--- src/rtl/renode_ahb_pkg.sv ---
// Shared AHB-Lite encodings and the data-phase state type for the Renode AHB manager bridge.
package renode_ahb_pkg;

    typedef enum logic [1:0] {
        HTRANS_IDLE   = 2'd0,
        HTRANS_BUSY   = 2'd1,
        HTRANS_NONSEQ = 2'd2,
        HTRANS_SEQ    = 2'd3
    } htrans_e;

    typedef enum logic [2:0] {
        HSIZE_BYTE   = 3'd0,
        HSIZE_HALF   = 3'd1,
        HSIZE_WORD   = 3'd2,
        HSIZE_DWORD  = 3'd3,
        HSIZE_4WORD  = 3'd4,
        HSIZE_8WORD  = 3'd5,
        HSIZE_16WORD = 3'd6,
        HSIZE_32WORD = 3'd7
    } hsize_e;

    localparam logic       HRESP_OKAY    = 1'b0;
    localparam logic       HRESP_ERROR   = 1'b1;
    localparam logic [2:0] HBURST_SINGLE = 3'b000;
    localparam logic [3:0] HPROT_DEFAULT = 4'b0011;

    // DP_IDLE means the data-phase slot is empty; DP_ERR1 is the first cycle of a two-cycle ERROR.
    typedef enum logic [1:0] {
        DP_IDLE = 2'd0,
        DP_DATA = 2'd1,
        DP_ERR1 = 2'd2
    } dp_state_e;

endpackage

--- src/rtl/renode_ahb_rsp_fifo.sv ---
// Two-entry response FIFO; a push and pop in the same cycle keep occupancy and order.
module renode_ahb_rsp_fifo #(
    parameter int WIDTH = 33
) (
    input  logic             clk,
    input  logic             rst,
    input  logic             push,
    input  logic [WIDTH-1:0] wr_data,
    input  logic             pop,
    output logic [WIDTH-1:0] rd_data,
    output logic             full,
    output logic             empty,
    output logic [1:0]       count
);

    logic [WIDTH-1:0] mem [2];
    logic             wr_ptr;
    logic             rd_ptr;
    logic             do_push;
    logic             do_pop;

    assign do_pop  = pop & !empty;
    // When full, a push is only legal alongside a pop, which frees the slot being overwritten.
    assign do_push = push & (!full | do_pop);

    always_ff @(posedge clk or posedge rst) begin
        if (rst) begin
            mem[0] <= '0;
            mem[1] <= '0;
            wr_ptr <= 1'b0;
            rd_ptr <= 1'b0;
            count  <= 2'd0;
        end else begin
            if (do_push) begin
                mem[wr_ptr] <= wr_data;
                wr_ptr      <= ~wr_ptr;
            end
            if (do_pop) begin
                rd_ptr <= ~rd_ptr;
            end
            case ({do_push, do_pop})
                2'b10:   count <= count + 2'd1;
                2'b01:   count <= count - 2'd1;
                default: count <= count;
            endcase
        end
    end

    assign full    = (count == 2'd2);
    assign empty   = (count == 2'd0);
    assign rd_data = mem[rd_ptr];

endmodule

--- src/rtl/renode_ahb_manager_bridge.sv ---
// AHB-Lite manager: turns a request stream into single transfers with address/data pipelining
// and returns in-order responses through a two-entry FIFO.
module renode_ahb_manager_bridge
    import renode_ahb_pkg::*;
#(
    parameter int ADDR_WIDTH = 32,
    parameter int DATA_WIDTH = 32
) (
    input  logic                  HCLK,
    input  logic                  HRESET,
    // Both streams: a beat transfers on a rising HCLK edge where valid and ready are both high;
    // valid, once raised, holds its payload stable until that edge.
    input  logic                  req_valid,
    output logic                  req_ready,
    input  logic                  req_write,
    input  logic [ADDR_WIDTH-1:0] req_addr,
    input  logic [2:0]            req_size,
    input  logic [DATA_WIDTH-1:0] req_wdata,
    output logic                  rsp_valid,
    input  logic                  rsp_ready,
    output logic [DATA_WIDTH-1:0] rsp_rdata,
    output logic                  rsp_error,
    output logic [ADDR_WIDTH-1:0] HADDR,
    output logic                  HWRITE,
    output logic [2:0]            HSIZE,
    output logic [1:0]            HTRANS,
    output logic [2:0]            HBURST,
    output logic [3:0]            HPROT,
    output logic [DATA_WIDTH-1:0] HWDATA,
    input  logic [DATA_WIDTH-1:0] HRDATA,
    input  logic                  HREADY,
    input  logic                  HRESP,
    output logic [1:0]            dbg_state
);

    localparam int RSP_W = DATA_WIDTH + 1;

    dp_state_e             state;
    dp_state_e             state_nxt;

    logic                  a_valid;
    logic                  a_write;
    logic [ADDR_WIDTH-1:0] a_addr;
    logic [2:0]            a_size;
    logic [DATA_WIDTH-1:0] a_wdata;
    logic                  d_write;
    logic [DATA_WIDTH-1:0] d_wdata;
    logic                  d_valid;

    logic                  a_fire;
    logic                  req_fire;
    logic                  rsp_push;
    logic                  rsp_pop;
    logic                  fifo_push;
    logic [DATA_WIDTH-1:0] rd_word;
    logic [RSP_W-1:0]      push_data;
    logic [RSP_W-1:0]      head;
    logic                  fifo_full;
    logic                  fifo_empty;
    logic [1:0]            fifo_count;
    logic [2:0]            outstanding;

    assign d_valid = (state != DP_IDLE);

    // Every accepted request holds one credit until its response leaves the FIFO.
    assign outstanding = {2'b00, a_valid} + {2'b00, d_valid} + {1'b0, fifo_count};
    assign req_ready   = !HRESET && (outstanding < 3'd2) && (state != DP_ERR1)
                         && (!a_valid || HREADY);
    assign req_fire    = req_valid & req_ready;

    always_ff @(posedge HCLK or posedge HRESET) begin
        if (HRESET) begin
            state <= DP_IDLE;
        end else begin
            state <= state_nxt;
        end
    end

    always_comb begin
        state_nxt = state;
        unique case (state)
            DP_IDLE: begin
                if (a_fire) state_nxt = DP_DATA;
            end
            DP_DATA: begin
                if (HREADY) begin
                    state_nxt = a_fire ? DP_DATA : DP_IDLE;
                end else if (HRESP == HRESP_ERROR) begin
                    state_nxt = DP_ERR1;
                end
            end
            DP_ERR1: begin
                if (HREADY) state_nxt = DP_IDLE;
            end
            default: state_nxt = DP_IDLE;
        endcase
    end

    always_comb begin
        a_fire    = a_valid && (state != DP_ERR1) && HREADY;
        rd_word   = d_write ? {DATA_WIDTH{1'b0}} : HRDATA;
        rsp_push  = 1'b0;
        push_data = '0;
        unique case (state)
            DP_DATA: begin
                // HRESP with HREADY outside ERR1 skips the first error cycle; still report an error.
                if (HREADY) begin
                    rsp_push  = 1'b1;
                    push_data = (HRESP == HRESP_ERROR) ? {{DATA_WIDTH{1'b0}}, 1'b1}
                                                       : {rd_word, 1'b0};
                end
            end
            DP_ERR1: begin
                if (HREADY) begin
                    rsp_push  = 1'b1;
                    push_data = {{DATA_WIDTH{1'b0}}, 1'b1};
                end
            end
            default: begin
                rsp_push  = 1'b0;
                push_data = '0;
            end
        endcase
    end

    always_ff @(posedge HCLK or posedge HRESET) begin
        if (HRESET) begin
            a_valid <= 1'b0;
            a_write <= 1'b0;
            a_addr  <= '0;
            a_size  <= 3'd0;
            a_wdata <= '0;
            d_write <= 1'b0;
            d_wdata <= '0;
        end else begin
            if (req_fire) begin
                a_valid <= 1'b1;
                a_write <= req_write;
                a_addr  <= req_addr;
                a_size  <= req_size;
                a_wdata <= req_wdata;
            end else if (a_fire) begin
                a_valid <= 1'b0;
            end
            if (a_fire) begin
                d_write <= a_write;
                d_wdata <= a_wdata;
            end
        end
    end

    // During ERR1 the retained address slot is hidden behind IDLE and re-issued afterwards.
    assign HTRANS    = (a_valid && state != DP_ERR1) ? HTRANS_NONSEQ : HTRANS_IDLE;
    assign HADDR     = a_addr;
    assign HWRITE    = a_write;
    assign HSIZE     = a_size;
    assign HWDATA    = d_wdata;
    assign HBURST    = HBURST_SINGLE;
    assign HPROT     = HPROT_DEFAULT;
    assign dbg_state = state;

    assign fifo_push = rsp_push & (!fifo_full | rsp_pop);
    assign rsp_pop   = rsp_valid & rsp_ready;

    renode_ahb_rsp_fifo #(
        .WIDTH(RSP_W)
    ) u_rsp_fifo (
        .clk    (HCLK),
        .rst    (HRESET),
        .push   (fifo_push),
        .wr_data(push_data),
        .pop    (rsp_pop),
        .rd_data(head),
        .full   (fifo_full),
        .empty  (fifo_empty),
        .count  (fifo_count)
    );

    assign rsp_valid = !fifo_empty;
    assign rsp_rdata = rsp_valid ? head[RSP_W-1:1] : {DATA_WIDTH{1'b0}};
    assign rsp_error = rsp_valid & head[0];

endmodule
--- config.mk ---
export PLATFORM = sky130hd
export DESIGN_NAME = renode_ahb_manager_bridge
export DESIGN_NICKNAME = d
export VERILOG_FILES = /design/src/rtl/renode_ahb_pkg.sv /design/src/rtl/renode_ahb_rsp_fifo.sv /design/src/rtl/renode_ahb_manager_bridge.sv
export SDC_FILE = /design/constraint.sdc
export NUM_CORES = 1
export LEC_CHECK = 0
export ABC_CLOCK_PERIOD_IN_PS = 3500
export BUFFER_PORTS_ARGS = -buffer_cell sky130_fd_sc_hd__buf_4
export CAP_MARGIN = 40
export CORE_AREA = 8 8 133 135
export CTS_CLUSTER_SIZE = 8
export DETAILED_ROUTE_END_ITERATION = 16
export DIE_AREA = 0 0 141 143
export GPL_TIMING_DRIVEN = 0
export PLACE_DENSITY = 0.76
export SETUP_SLACK_MARGIN = 0.5
export SLEW_MARGIN = 15
export SYNTH_ARGS = -nofsm -noshare
export SYNTH_HDL_FRONTEND = slang
export SYNTH_HIERARCHICAL = 1
export SYNTH_SLANG_ARGS = --single-unit
export TNS_END_PERCENT = 20
--- constraint.sdc ---
create_clock -name HCLK -period 3.5 [get_ports HCLK]
set_clock_uncertainty 0.15 [all_clocks]
set_input_delay 0.175 -clock HCLK [delete_from_list [all_inputs] [get_ports HCLK]]
set_output_delay 0.175 -clock HCLK [all_outputs]
set_load 0.01 [all_outputs]
==> results.yml <==
synthesis:
  synth_flop_cell: "dfrtp_1"
  synth_area_um2: 7639
  synth-async-reset-ratio_pct: 100.0
  synth_seq_area_share_pct: 57.00
  syn_area_per_cell_um2: 14.52
  synth_cell_types: 31
  synth_edf_count: 0
  synth_seq_cells: 174
  ys_warn_count: 6
  postSynthCellCount: 526
finish:
  nets: 978
  postLayoutCellArea_um2: 11210
  multi_input_area_um2: 3045
  drive_gt1_share_pct: 53.41
  area_delta_synth_final_pct: 46.81
  n_fill_cell: 1012
  ff_latch_area_um2: 4354
clock_network:
  cts-hold-fix-buffers: 101
  tritoncts: "done"
  clock-sinks: 174
  clkLatencyLatePin_ns: 0.41
  clockBufferDepth: 2
  clk_pin_slew_ns: 0.07
  cts_root_buffer: "clkbuf_16"
  cts.repair.resized: 0
  htree_levels: 4
  numCtsBuffers: 17
  cts_setup_buffers: 0
drt:
  num_vias: 5342
  first_iter_violations: 191
  viasPerCell: 4.865
  post_drt_wl_per_cell_um: 18.23
  wl_um: 20020
  ant_nets: 0
  drtPass1Iterations: 4
  drcViolationCount: 0
timing:
  setup_viol: 0
  drv_slew: 0
  timing.fmax_mhz: 374.2
  tightest_slew_ns: 0.6968
  min_period_ns: 2.673
  slew-limit-headroom_pct: 53.37
  setup_tns_ns: 0
  period_share_pct: 76.36
  hold_viol_final: 0
  rsz0062_at_grt: "false"
setup_path:
  crit_arrival_ns: 2.82
  required_ns: 3.65
  critical_path_class: "reg -> reg"
  crit_path_max_fanout: 10
  cp-end-kind: "flop"
  cp-start-kind: "flop"
die:
  initial_core_util_pct: 48.97
  core.rowCount: 46
  core_area_um2: 15600
  die_w_um: 141
  ios: 220
  chipHeight_um: 143
  dieArea_um2: 20160
global_routing:
  grt_pass1_wl_um: 32390
  grt_antenna_before_repair: 1
  grt_overflow: 0
  grt_pass1_vias: 6208
  grt_usage_pct: 20.52
  grt_max_degree: 37
power:
  ir_drop_mv: 0.4883
  p_per_area_nw_per_um2: 709.3
  leakagePower_nw: 5.536
run_status:
  outcome: "completed"
placed_design:
  dp_hpwl_um: 13920
  placed_area_um2: 9609
  gp_congestion: 0.7372
  numPortBuffers: 211
min_path:
  hold_path.class: "in -> reg"
flow_run:
  maxCapViolCount: 0
synth_stat cells, types with 4 or more instances:
cell	instances	area [µm²]
mux2_2	184	2072
mux2_4	9	135.1
nor2b_1	39	244.0
buf_2	8	40.04
inv_1	7	26.28
dfrtp_1	174	4354
nand2_1	5	18.77
mux2_1	7	78.83
buf_6	4	45.04
nor2_1	6	22.52
buf_4	11	82.58
ha_1	5	62.56
and2_1	32	200.2
clkbuf_1	10	37.54
metrics by stage:
step | setup slack, ns | hold WS, ns | utilization [%] | total power, mW | cells
3_3_place_gp | 0.6506 | 0.2580 | 61.03 | 5.868 | 959
4_1_cts | 0.7946 | 0.05160 | 71.87 | 8.012 | 1096
3_5_place_dp | 0.8420 | 0.05491 | 61.61 | 6.020 | 963
5_1_grt | 0.6383 | 0.1121 | 71.88 | 8.405 | 1097
6_report | 0.8274 | 0.05800 | 71.90 | 7.954 | 1098
2_1_floorplan | 0.9978 | 0.1735 | - | 4.731 | 532
worst max-delay path, stage by stage, from the launching register on:
cell,delay (ns)
dfrtp_1,0.49
nor2_1,0.23
nor2b_1,0.33
nor2b_1,0.09
nor2_1,0.18
nand2_1,0.09
nor2_2,0.33
buf_4,0.29
mux2_2,0.36
metal layers:
layer / track usage [%] / up-vias / share of wire [%]
li1: - / 2472 / -
met2: 36.04 / 169 / 52
met3: 8.815 / 42 / 8.4
met5: 0 / - / 0
met4: 7.862 / 0 / 2.7
met1: 21.40 / 2659 / 37
cell usage in the layout, fill, tap and decap left out, types with 3 or more instances in the layout:
cell           Yosys  final
nor2_1             6      6
clkbuf_16          0     17
conb_1             2      8
mux2_1             7      7
inv_1              7      5
buf_4             11    222
dlygate4sd3_1      0    101
mux2_2           184    184
ha_1               5      5
xnor2_1            3      3
and2_1            32     32
dfrtp_1          174    174
clkinvlp_4         0      5
nor2b_1           39     39
mux2_4             9      9
buf_2              8      8
buf_12             0      3
nand2_1            5      5
clkbuf_1          10     10
clkinv_4           0      4
buf_6              4      4
state kept, by name (all words and copies together), names as in the netlist, 2 cells and up:
register and count:
HADDR 32, HWDATA 32, dbg_state 2, HSIZE 3, a_wdata 32, u_rsp_fifo/count 2
u_rsp_fifo/mem 66
worst paths after layout:
path,start,to,slack (ns),cells past startpoint
max,u_rsp_fifo/count[0]$_DFFE_PP0P_,u_rsp_fifo/mem[27]$_DFFE_PP0P_,0.83,8
min,HRESP,u_rsp_fifo/mem[33]$_DFFE_PP0P_,0.06,4
max reg2reg,u_rsp_fifo/count[0]$_DFFE_PP0P_,u_rsp_fifo/mem[27]$_DFFE_PP0P_,0.83,8
min reg2reg,u_rsp_fifo/mem[43]$_DFFE_PP0P_,u_rsp_fifo/mem[43]$_DFFE_PP0P_,0.34,1
max in group asynchronous,HRESET,HWDATA[31]$_DFFE_PP0P_,2.10,6
min in group asynchronous,HRESET,HADDR[28]$_DFFE_PP0P_,0.18,3
report_power, final:
group          internal (mW)  leakage, nW  switching [mW]
clock network           1.06        0.278           0.810
logic                   1.68         3.04            1.30
registers               2.71         2.22           0.396
logic make-up (layout without fill, tap and decap cells):
| family | count (synthesis) | after routing | share of synthesized area [%] |
|---|---|---|---|
| compound gates | 6 | 6 | 0.6225 |
| xor+xnor | 5 | 5 | 0.5734 |
| fa+ha+maj | 5 | 5 | 0.8190 |
| buf+inv | 42 | 390 | 3.424 |
| flops | 174 | 174 | 57.00 |
| mux | 200 | 200 | 29.93 |
| other cells | 2 | 10 | 0.09832 |
| simple gates | 92 | 92 | 7.535 |
area by class of cell:
class | count | share of cell area [%]
Timing Repair Buffer | 316 | 23.92
Buffer | 35 | 2.098
Antenna cell | 2 | 0.04463
Tap cell | 216 | 2.410
Clock buffer | 17 | 3.793
Sequential cell | 174 | 38.83
Inverter | 7 | 0.2901
Multi-Input combinational cell | 316 | 27.16
Clock inverter | 15 | 1.462
(Power assumes the default switching activity.)
